[config.mk]
export PLATFORM = sky130hd
export DESIGN_NAME = control_unit_mc
export DESIGN_NICKNAME = d
export VERILOG_FILES = /design/src/rtl/control_unit_pkg.sv /design/src/rtl/control_unit_aludec.sv /design/src/rtl/control_unit_mc.sv
export SDC_FILE = /design/constraint.sdc
export NUM_CORES = 1
export LEC_CHECK = 0
export CAP_MARGIN = 10
export CORE_ASPECT_RATIO = 1.1
export CORE_MARGIN = 2
export CORE_UTILIZATION = 47
export CTS_BUF_LIST = sky130_fd_sc_hd__clkbuf_8
export DETAILED_ROUTE_END_ITERATION = 8
export GPL_TIMING_DRIVEN = 1
export PLACE_DENSITY = 0.82
export SETUP_SLACK_MARGIN = 0.3
export SLEW_MARGIN = 10
export SYNTH_ARGS = -nofsm -noshare
export SYNTH_HDL_FRONTEND = slang
export SYNTH_SLANG_ARGS = --single-unit
[constraint.sdc]
create_clock -name Fclk -period 7.1 [get_ports Fclk]
set_clock_uncertainty 0.1 [all_clocks]
set_input_delay 1.42 -clock Fclk [delete_from_list [all_inputs] [get_ports Fclk]]
set_output_delay 1.42 -clock Fclk [all_outputs]
set_load 0.02 [all_outputs]
[src/rtl/control_unit_pkg.sv]
// Shared constants for the multicycle MIPS control unit: state indices, one-hot
// state codes, opcode/funct encodings and datapath select codes.
package control_unit_pkg;

  localparam int NUM_STATES = 12;

  typedef enum logic [3:0] {
    S_FETCH   = 4'd0,
    S_DECODE  = 4'd1,
    S_MEMADR  = 4'd2,
    S_LBRD    = 4'd3,
    S_LBWR    = 4'd4,
    S_SBWR    = 4'd5,
    S_RTYPEEX = 4'd6,
    S_RTYPEWR = 4'd7,
    S_BEQEX   = 4'd8,
    S_JEX     = 4'd9,
    S_ADDIEX  = 4'd10,
    S_ADDIWR  = 4'd11
  } state_idx_e;

  localparam logic [NUM_STATES-1:0] ONEHOT_FETCH   = NUM_STATES'(1) << S_FETCH;
  localparam logic [NUM_STATES-1:0] ONEHOT_DECODE  = NUM_STATES'(1) << S_DECODE;
  localparam logic [NUM_STATES-1:0] ONEHOT_MEMADR  = NUM_STATES'(1) << S_MEMADR;
  localparam logic [NUM_STATES-1:0] ONEHOT_LBRD    = NUM_STATES'(1) << S_LBRD;
  localparam logic [NUM_STATES-1:0] ONEHOT_LBWR    = NUM_STATES'(1) << S_LBWR;
  localparam logic [NUM_STATES-1:0] ONEHOT_SBWR    = NUM_STATES'(1) << S_SBWR;
  localparam logic [NUM_STATES-1:0] ONEHOT_RTYPEEX = NUM_STATES'(1) << S_RTYPEEX;
  localparam logic [NUM_STATES-1:0] ONEHOT_RTYPEWR = NUM_STATES'(1) << S_RTYPEWR;
  localparam logic [NUM_STATES-1:0] ONEHOT_BEQEX   = NUM_STATES'(1) << S_BEQEX;
  localparam logic [NUM_STATES-1:0] ONEHOT_JEX     = NUM_STATES'(1) << S_JEX;
  localparam logic [NUM_STATES-1:0] ONEHOT_ADDIEX  = NUM_STATES'(1) << S_ADDIEX;
  localparam logic [NUM_STATES-1:0] ONEHOT_ADDIWR  = NUM_STATES'(1) << S_ADDIWR;

  localparam logic [5:0] OP_RTYPE = 6'b000000;
  localparam logic [5:0] OP_LB    = 6'b100000;
  localparam logic [5:0] OP_SB    = 6'b101000;
  localparam logic [5:0] OP_BEQ   = 6'b000100;
  localparam logic [5:0] OP_J     = 6'b000010;
  localparam logic [5:0] OP_ADDI  = 6'b001000;

  localparam logic [5:0] FN_ADD = 6'b100000;
  localparam logic [5:0] FN_SUB = 6'b100010;
  localparam logic [5:0] FN_AND = 6'b100100;
  localparam logic [5:0] FN_OR  = 6'b100101;
  localparam logic [5:0] FN_SLT = 6'b101010;

  localparam logic [2:0] ALU_ADD = 3'b010;
  localparam logic [2:0] ALU_SUB = 3'b110;
  localparam logic [2:0] ALU_AND = 3'b000;
  localparam logic [2:0] ALU_OR  = 3'b001;
  localparam logic [2:0] ALU_SLT = 3'b111;

  localparam logic [1:0] PCSRC_ALU    = 2'b00;
  localparam logic [1:0] PCSRC_ALUOUT = 2'b01;
  localparam logic [1:0] PCSRC_JUMP   = 2'b10;

  localparam logic [1:0] SRCB_B     = 2'b00;
  localparam logic [1:0] SRCB_ONE   = 2'b01;
  localparam logic [1:0] SRCB_IMM   = 2'b10;
  localparam logic [1:0] SRCB_SHIMM = 2'b11;

  // Width of the fetch byte index; a single-byte fetch still gets one bit.
  function automatic int fb_width(input int n);
    return (n > 1) ? $clog2(n) : 1;
  endfunction

endpackage

[src/rtl/control_unit_aludec.sv]
// R-type funct decoder: maps Funct to an ALU operation and flags unknown codes.
module control_unit_aludec
  import control_unit_pkg::*;
(
  input  logic [5:0] funct,
  output logic [2:0] alucont,
  output logic       illegal
);

  always_comb begin
    alucont = ALU_ADD;
    illegal = 1'b0;
    case (funct)
      FN_ADD:  alucont = ALU_ADD;
      FN_SUB:  alucont = ALU_SUB;
      FN_AND:  alucont = ALU_AND;
      FN_OR:   alucont = ALU_OR;
      FN_SLT:  alucont = ALU_SLT;
      default: illegal = 1'b1;
    endcase
  end

endmodule

[src/rtl/control_unit_mc.sv]
// Multicycle MIPS control unit: one-hot state register, byte-serial fetch,
// memory handshake stalls, illegal-instruction and one-hot corruption detection.
module control_unit_mc
  import control_unit_pkg::*;
#(
  parameter int IR_BYTES      = 4,
  parameter bit MEM_HANDSHAKE = 1'b1,
  localparam int FB_W         = fb_width(IR_BYTES)
) (
  input  logic                  Fclk,
  input  logic                  ResetBar,
  input  logic [5:0]            Op,
  input  logic [5:0]            Funct,
  input  logic                  Zero,
  input  logic                  mem_ready,
  output logic [NUM_STATES-1:0] S,
  output logic [FB_W-1:0]       fetch_byte,
  output logic                  mem_req,
  output logic                  MemWrite,
  output logic                  IorD,
  output logic [IR_BYTES-1:0]   IRWrite,
  output logic                  PCWrite,
  output logic                  PCWriteCond,
  output logic                  PC_En,
  output logic [1:0]            PCSrc,
  output logic                  ALUSrcA,
  output logic [1:0]            ALUSrcB,
  output logic [2:0]            ALUCont,
  output logic                  RegWrite,
  output logic                  RegDst,
  output logic                  MemtoReg,
  output logic                  illegal_op,
  output logic                  state_err
);

  logic [NUM_STATES-1:0] s_q, s_d;
  logic [FB_W-1:0]       fb_q, fb_d;
  logic                  done;
  logic [2:0]            fn_alu;
  logic                  fn_illegal;

  // Raw strobes before reset gating.
  logic                req, mw, pcw, pcwc, regw, ill, err;
  logic [IR_BYTES-1:0] irw;

  assign done = mem_ready | (MEM_HANDSHAKE == 1'b0);

  control_unit_aludec u_aludec (
    .funct   (Funct),
    .alucont (fn_alu),
    .illegal (fn_illegal)
  );

  always_ff @(posedge Fclk or negedge ResetBar) begin
    if (!ResetBar) begin
      s_q  <= ONEHOT_FETCH;
      fb_q <= '0;
    end else begin
      s_q  <= s_d;
      fb_q <= fb_d;
    end
  end

  always_comb begin
    s_d      = s_q;
    fb_d     = fb_q;
    req      = 1'b0;
    mw       = 1'b0;
    irw      = '0;
    pcw      = 1'b0;
    pcwc     = 1'b0;
    regw     = 1'b0;
    ill      = 1'b0;
    err      = 1'b0;
    IorD     = 1'b0;
    PCSrc    = PCSRC_ALU;
    ALUSrcA  = 1'b0;
    ALUSrcB  = SRCB_B;
    ALUCont  = ALU_AND;
    RegDst   = 1'b0;
    MemtoReg = 1'b0;
    if (!$onehot(s_q)) begin
      err  = 1'b1;
      s_d  = ONEHOT_FETCH;
      fb_d = '0;
    end else begin
      case (1'b1)
        s_q[S_FETCH]: begin
          req     = 1'b1;
          ALUSrcB = SRCB_ONE;
          ALUCont = ALU_ADD;
          PCSrc   = PCSRC_ALU;
          if (done) begin
            irw = IR_BYTES'(1) << fb_q;
            pcw = 1'b1;
            if (fb_q == FB_W'(IR_BYTES - 1)) begin
              s_d  = ONEHOT_DECODE;
              fb_d = '0;
            end else begin
              fb_d = fb_q + FB_W'(1);
            end
          end
        end
        s_q[S_DECODE]: begin
          ALUSrcB = SRCB_SHIMM;
          ALUCont = ALU_ADD;
          case (Op)
            OP_RTYPE:     s_d = ONEHOT_RTYPEEX;
            OP_LB, OP_SB: s_d = ONEHOT_MEMADR;
            OP_BEQ:       s_d = ONEHOT_BEQEX;
            OP_J:         s_d = ONEHOT_JEX;
            OP_ADDI:      s_d = ONEHOT_ADDIEX;
            default: begin
              ill = 1'b1;
              s_d = ONEHOT_FETCH;
            end
          endcase
        end
        s_q[S_MEMADR]: begin
          ALUSrcA = 1'b1;
          ALUSrcB = SRCB_IMM;
          ALUCont = ALU_ADD;
          s_d     = (Op == OP_LB) ? ONEHOT_LBRD : ONEHOT_SBWR;
        end
        s_q[S_LBRD]: begin
          req  = 1'b1;
          IorD = 1'b1;
          if (done) s_d = ONEHOT_LBWR;
        end
        s_q[S_LBWR]: begin
          regw     = 1'b1;
          MemtoReg = 1'b1;
          s_d      = ONEHOT_FETCH;
        end
        s_q[S_SBWR]: begin
          req  = 1'b1;
          IorD = 1'b1;
          mw   = done;
          if (done) s_d = ONEHOT_FETCH;
        end
        s_q[S_RTYPEEX]: begin
          ALUSrcA = 1'b1;
          ALUCont = fn_alu;
          ill     = fn_illegal;
          s_d     = fn_illegal ? ONEHOT_FETCH : ONEHOT_RTYPEWR;
        end
        s_q[S_RTYPEWR]: begin
          regw   = 1'b1;
          RegDst = 1'b1;
          s_d    = ONEHOT_FETCH;
        end
        s_q[S_BEQEX]: begin
          ALUSrcA = 1'b1;
          ALUCont = ALU_SUB;
          pcwc    = 1'b1;
          PCSrc   = PCSRC_ALUOUT;
          s_d     = ONEHOT_FETCH;
        end
        s_q[S_JEX]: begin
          pcw   = 1'b1;
          PCSrc = PCSRC_JUMP;
          s_d   = ONEHOT_FETCH;
        end
        s_q[S_ADDIEX]: begin
          ALUSrcA = 1'b1;
          ALUSrcB = SRCB_IMM;
          ALUCont = ALU_ADD;
          s_d     = ONEHOT_ADDIWR;
        end
        s_q[S_ADDIWR]: begin
          regw = 1'b1;
          s_d  = ONEHOT_FETCH;
        end
        default: s_d = ONEHOT_FETCH;
      endcase
    end
  end

  // Strobes are gated by the reset pin itself so they drop the instant reset asserts.
  assign S           = s_q;
  assign fetch_byte  = fb_q;
  assign mem_req     = ResetBar & req;
  assign MemWrite    = ResetBar & mw;
  assign IRWrite     = irw & {IR_BYTES{ResetBar}};
  assign PCWrite     = ResetBar & pcw;
  assign PCWriteCond = ResetBar & pcwc;
  assign PC_En       = ResetBar & (pcw | (pcwc & Zero));
  assign RegWrite    = ResetBar & regw;
  assign illegal_op  = ResetBar & ill;
  assign state_err   = ResetBar & err;

endmodule

==> summary.txt, run 1 <==
Run status
  – Outcome: complete, but fails checks
  – Violated checks: DRC

Worst setup path
  – Kind of end point of the critical path: output pin
  – Startpoint types: flop
  – Crit-path cells: fa_1, fa_1, inv_1, fa_1, fa_1, inv_1, ha_1, inv_1, fa_1, a211oi_2, mux2i_2, nor3_1, a21boi_0, clkdlybuf4s50_1
  – Critical Path Fanout Max: 8
  – CP max stage delay: 0.64 ns
  – Crit Path Class: reg2out
  – Slowest cell on the critical path: clkdlybuf4s50_1
  – WP data arrival: 5.19 ns
  – Critical path required time: 5.58 ns
  – Most used cell, CP: fa_1
  – Setup slack, reg-to-reg: 2.49 ns

Global routing
  – First-pass GRT wire length: 7.11 mm
  – Met2 Use GR: 0.397
  – M1 GR Usage: 0.309
  – Total global routing overflow: 0
  – Initial antenna violation count: 0
  – Total global-route track usage: 0.243
  – M3 GR Usage: 0.0445
  – Grt peak-use layer: met2
  – Number of global-route vias before repair: 1517
  – Largest net degree at the start of global routing: 20

Synth
  – Number of flops mapped to enable cells by yosys: 0
  – Unique masters post-synth: 48
  – Synth Register Bits: 14
  – Post-synthesis cell area: 1550 µm²
  – Post-synth top flop: dfrtp_1
  – Syn Nets: 219
  – Synthesized instance count: 187
  – Yosys Warn Count: 0
  – Seq/Total Area, Yosys: 0.226
  – Async SR Flop Fraction: 1.00
  – Avg Cell Area, Syn: 8.31 µm²

Clock tree
  – CTS Hold Bufs: 0
  – CTS tree: built
  – H-tree levels: 1
  – Clk pin slew, worst setup/hold paths: 0.06 ns
  – CTS sink count: 14
  – CTS Buf Count: 3
  – Setup Buffers After CTS: 0
  – Clock root cell: clkbuf_8
  – Clk Latency, worst-skew pair: 0.25 ns
  – Max Root-Sink Buffers: 2

Floorplan
  – Core area: 3100 µm²
  – I/O Pins: 53
  – Die ar.: 3780 µm²
  – Die X: 58.8 µm
  – Die span in y: 64.3 µm
  – Starting density of the core: 0.501
  – Num rows: 21

Timing
  – RSZ-0062 raised after global routing: true
  – TNS Setup: 0 ns
  – Final Cycle Share: 0.946
  – Final Hold Vio Count: 0
  – Worst slew pin tran: 0.806 ns
  – Final Max Slew Viols: 0
  – Final setup violation count: 0
  – Max frequency: 149 MHz
  – Fin crit period: 6.71 ns
  – Rel. slew slack: 0.461

Drt
  – Final ANT Viol Nets: 0
  – Post-route DRC: 4
  – Avg Vias per Cell: 5.95
  – DRT iter0 DRCs: 74
  – WL final: 4.31 mm
  – Via count: 1613
  – Drt pass-1 iters: 7
  – Average wire per standard cell: 15.9 µm

Final layout
  – Nets@finish: 270
  – Most frequent cells in the layout: clkdlybuf4s50_1 (40), inv_1 (23), nor3_1 (15), nor2_1 (14)
  – Fillers: 257
  – Share of cells above drive strength 1: 0.0802
  – Leading cell type in the layout, fill and taps excluded: clkdlybuf4s50_1
  – Multi-input gate area: 1050 µm²
  – Area Overhead vs Synth: 39.4%
  – Register Area: 354 µm²
  – N_diodes: 0
  – Finished Cell Area: 2170 µm²

Pwr
  – Lkg Pwr: 1.05 nW
  – Power Total: 556 µW
  – Maximum VDD drop: 0.000221 V
  – Power Density: 257 nW/µm²

Placement
  – Gpl congestion: 0.849
  – Detailed placement HPWL: 3.37 mm
  – Area after DPL: 2080 µm²
  – PortBufs: 52

Hold path
  – Hold crit path type: reg2reg

Run
  – Maxcap violations: 0
[path summary, 6_finish.rpt]
kind                       startpoint    endpoint  depth (start not counted)
min in group asynchronous    ResetBar        S[4]                          1
max in group asynchronous    ResetBar        S[3]                          1
hold reg to reg                 S[11]       S[11]                          1
setup / recovery                 S[0]  ALUCont[2]                         14
hold / removal                  S[11]       S[11]                          1
setup reg to reg                 S[0]        S[6]                         13
[critical path: cells and delay by family (launching register included)]
kind            cells  cell delay [ns]
mux                 1             0.18
simple gates        1             0.49
compound gates      2             0.48
flops               1             0.55
buf+inv             4             0.81
fa+ha+maj           6             2.42
[routing by layer]
layer	vias to the layer above	wire length (µm)
met5	-	0
met4	0	114
met3	13	337
met2	73	2090
met1	744	1760
li1	783	-
[per-stage QoR]
step	hold WS, ns	utilization	setup WS (ns)	instances
floorplan	0.529	-	0.658	187
global placement	0.426	0.670	0.558	267
detailed placement	0.426	0.670	0.442	267
CTS	0.440	0.689	0.319	271
global route	0.471	0.699	0.171	271
finish	0.437	0.699	0.385	271
[Yosys cell counts, types with 2 or more instances]
master | n | share of area
nor3_1 | 15 | 0.048
inv_1 | 23 | 0.056
buf_6 | 3 | 0.022
dfrtp_1 | 13 | 0.21
buf_2 | 4 | 0.013
mux2i_1 | 2 | 0.013
and2_1 | 2 | 0.0081
o21ai_0 | 6 | 0.019
a21o_1 | 2 | 0.0097
nand2b_1 | 2 | 0.0081
a22o_1 | 2 | 0.011
nor2_1 | 14 | 0.034
a211oi_1 | 4 | 0.019
nand3_1 | 7 | 0.023
a21boi_0 | 2 | 0.0097
nand4_1 | 4 | 0.016
clkbuf_1 | 2 | 0.0048
and4_1 | 3 | 0.017
a32o_1 | 3 | 0.019
and3_1 | 4 | 0.016
nor3b_1 | 3 | 0.014
nand2_1 | 9 | 0.022
nor2b_1 | 5 | 0.020
nor4_2 | 2 | 0.016
ha_1 | 9 | 0.072
nor4_1 | 4 | 0.016
a21oi_1 | 9 | 0.029
a31oi_1 | 3 | 0.012
fa_1 | 7 | 0.090
[report_power, final]
| group | internal (mW) | switching [mW] |
|---|---|---|
| logic | 0.139 | 0.233 |
| clock network | 0.0492 | 0.0299 |
| registers | 0.0902 | 0.0137 |
| total | 0.279 | 0.277 |
[cell families after synthesis]
logic type | count (synthesis) | share of synthesized area
AND/OR/NAND/NOR | 80 | 0.300
AO/OA/AOI/OAI | 41 | 0.192
buffers and inverters | 33 | 0.0974
adder cells (fa/ha/maj) | 16 | 0.163
flip-flops | 14 | 0.226
multiplexers | 3 | 0.0217
[repair_timing]
action | in CTS | in global routing
pin swaps | 0 | 0
setup endpoints to repair | 11 | 14
resized for setup | 3 | 13
[area by class of cell]
cell class,count,share of cell area
clock buffer,4,0.0254
inverter,24,0.0416
multi-input combinational,140,0.487
sequential,14,0.163
tap,34,0.0196
timing repair buffer,55,0.263
[flip-flops by register name, summed over array words and instances (netlist names)]
name and flops:
fetch_byte 2, S 12
Note: power is estimated with default switching activity, not from simulation.
==> run 2, diff against run 1 <==
CORE_UTILIZATION = 48   (was 47)
PLACE_DENSITY = 0.84   (was 0.82)
SYNTH_HIERARCHICAL = 1   (was not set)
==> summary.txt, run 2 <==
Pwr
  – Maximum VDD drop: 0.000150 V (-32%)
  – Power Density: 167 nW/µm² (-35%)
  – Lkg Pwr: 0.912 nW (-13%)

Synth
  – Area leader, netlist: dfrtp_1
  – Number of flops mapped to enable cells by yosys: 0 (unchanged)
  – Post-synth top flop: dfrtp_1
  – Post-synthesis cell area: 1580 µm² (+1.7%)
  – Synth top area share: 0.206 (-0.00348)
  – Seq/Total Area, Yosys: 0.222 (-0.00376)
  – Synth Register Bits: 14 (unchanged)
  – Avg Cell Area, Syn: 8.27 µm² (-0.44%)
  – Unique masters post-synth: 55 (+15%)
  – Top cells by count, synth: inv_1 (28), nor2_1 (17), a21oi_1 (13), dfrtp_1 (13)
  – Async SR Flop Fraction: 1.00 (unchanged)
  – Yosys Warn Count: 6 (+6)
  – Synthesized instance count: 191 (+2.1%)
  – Synth top area cells: dfrtp_1 (21%), fa_1 (8.9%), ha_1 (7.1%)
  – Most common cell in the netlist: inv_1
  – Syn Nets: 223 (+1.8%)

Global routing
  – First-pass GRT wire length: 7.03 mm (-1.1%)
  – Largest net degree at the start of global routing: 21 (+5.0%)
  – Initial antenna violation count: 0 (unchanged)
  – Total global routing overflow: 0 (unchanged)
  – Number of global-route vias before repair: 1507 (-0.66%)
  – Total global-route track usage: 0.246 (+0.00320)

Drt
  – Average wire per standard cell: 16.3 µm (+2.5%)
  – Via count: 1610 (-0.19%)
  – DRT iter0 DRCs: 84 (+14%)
  – Avg Vias per Cell: 5.85 (-1.6%)
  – Met2 routed WL: 2.18 mm (+4.2%)
  – Post-route DRC: 5 (+1)
  – WL final: 4.48 mm (+4.0%)
  – Routed met1 length: 1.90 mm (+7.8%)
  – Drt pass-1 iters: 9 (+2)
  – WL met3: 297 µm (-12%)
  – Highest routed layer: met4
  – Final ANT Viol Nets: 0 (unchanged)

Clock tree
  – Clk pin slew, worst setup/hold paths: 0.06 ns (about the same)
  – CTS sink count: 14 (unchanged)
  – CTS Buf Count: 3 (unchanged)
  – H-tree levels: 1 (unchanged)
  – CTS tree: built
  – Clk Latency, worst-skew pair: 0.25 ns (about the same)
  – Max Root-Sink Buffers: 2 (unchanged)
  – Clock root cell: clkbuf_8

Hold path
  – Hold crit path type: reg2reg
  – Hold path start: fetch_byte[1]

Final layout
  – Max reg flops: 12 (unchanged)
  – Fillers: 253 (-1.6%)
  – Core Util, Final: 0.699 (about the same)
  – Share of cells above drive strength 1: 0.0996 (+0.0194)
  – Nets@finish: 274 (+1.5%)
  – N_diodes: 0 (unchanged)
  – Most frequent cells in the layout: clkdlybuf4s50_1 (50), inv_1 (29), nor2_1 (17), a21oi_1 (13), dfrtp_1 (12)
  – Leading cell type in the layout, fill and taps excluded: clkdlybuf4s50_1
  – Finished Cell Area: 2170 µm² (about the same)
  – Area Overhead vs Synth: 37.1%

Worst setup path
  – Buf/Inv on CP: 4 (unchanged)
  – Crit-path cells: fa_1, fa_1, inv_1, fa_1, fa_1, inv_1, ha_1, inv_1, fa_1, nand3b_1, or3b_4, nor4_4, clkdlybuf4s50_1
  – Setup slack, reg-to-reg: 2.71 ns (+0.22 ns)
  – Startpoint types: flop
  – Critical R2R Capture: S[6]
  – CP max stage delay: 0.63 ns (about the same)
  – End of the critical path: MemWrite
  – R2R Path Start: S[5]
  – CP delay by family, top: adder cells
  – Crit Path Class: reg2out
  – WP data arrival: 5.15 ns (-0.04 ns)
  – Critical Path Fanout Max: 11 (+3)
  – CP startpoint: S[5]
  – Critical path required time: 5.58 ns (about the same)
  – Most used cell, CP: fa_1
  – Cell count of the worst reg-to-reg path: 13 (unchanged)
  – Levels on crit path: 13 (-1)
  – Kind of end point of the critical path: output pin
  – Slowest cell on the critical path: clkdlybuf4s50_1

Timing
  – Rel. slew slack: 0.631 (+0.170)
  – Final setup violation count: 0 (unchanged)
  – Worst slew pin tran: 0.546 ns (-0.260 ns)
  – RSZ-0062 raised after global routing: false
  – TNS Setup: 0 ns (unchanged)
  – Final Max Slew Viols: 0 (unchanged)
  – Final Hold Vio Count: 0 (unchanged)
  – Fin crit period: 6.67 ns (-0.0414 ns)
  – Max frequency: 150 MHz (+0.62%)
  – Final Cycle Share: 0.940 (-0.00583)

Run status
  – Violated checks: DRC
  – Outcome: complete, but fails checks

Floorplan
  – Num rows: 21 (unchanged)
  – I/O Pins: 53 (unchanged)
  – Die ar.: 3770 µm² (-0.41%)
  – Die X: 58.7 µm (-0.20%)
  – Starting density of the core: 0.510 (+0.00847)
  – Die span in y: 64.2 µm (-0.20%)
  – Core area: 3100 µm² (unchanged)

Placement
  – PortBufs: 52 (unchanged)
  – Gpl congestion: 0.933 (+9.9%)
  – Detailed placement HPWL: 3.42 mm (+1.4%)
  – Area after DPL: 2110 µm² (+1.5%)

Run
  – Maxcap violations: 0 (unchanged)
-- run 2: cell families after synthesis --
kind of cell,after synthesis,share of synthesized area
compound gates,46,0.210
mux,3,0.0198
buf+inv,37,0.0974
flops,14,0.222
fa+ha+maj,16,0.160
simple gates,75,0.291
-- run 2: area by class of cell --
cell class | instances | area, µm² | share of cell area
Clock inverter | 1 | 3.75 | 0.00173
Multi-Input combinational cell | 140 | 1080 | 0.497
Sequential cell | 14 | 353 | 0.163
Timing Repair Buffer | 55 | 544 | 0.251
Clock buffer | 3 | 41.3 | 0.0191
Inverter | 28 | 105 | 0.0485
Tap cell | 34 | 42.5 | 0.0196
-- run 2: stage by stage --
stage / hold WS (ns) / total power, mW / setup WS [ns] / cells
floorplan: 0.547 / 0.221 / 1.04 / 191
global placement: 0.449 / 0.285 / 0.598 / 270
detailed placement: 0.489 / 0.289 / 0.538 / 270
CTS: 0.498 / 0.359 / 0.304 / 275
global route: 0.523 / 0.385 / 0.312 / 275
finish: 0.495 / 0.361 / 0.427 / 275
-- run 2: worst min path at each step --
stage                     to  slack, ns  cells past startpoint
6_report       fetch_byte[1]       0.50                      2
5_1_grt        fetch_byte[1]       0.52                      2
4_1_cts        fetch_byte[1]       0.50                      2
3_5_place_dp   fetch_byte[1]       0.49                      2
3_3_place_gp           S[11]       0.45                      1
2_1_floorplan          S[11]       0.55                      1
-- run 2: report_power, final --
part | total, mW | internal [mW] | switching (mW)
clock | 0.0687 | 0.0384 | 0.0303
combinational | 0.194 | 0.0781 | 0.116
sequential | 0.0989 | 0.0869 | 0.0120
-- run 2: worst min-delay path, stage by stage, from the launching register on --
cell	delay, ns
dfrtp_1	0.42
nand2_1	0.07
a21oi_1	0.06
-- run 2: layer usage --
metal	global-route usage	vias to the layer above
met1	0.320	752
met3	0.0445	10
li1	-	774
met2	0.392	74
met4	0.111	0
met5	0	-
-- run 2: timing repair --
action                     in CTS  in global routing
hold buffers                    0                  0
setup buffers                   1                  0
setup endpoints to repair       5                 21
gates resized for setup         1                  3
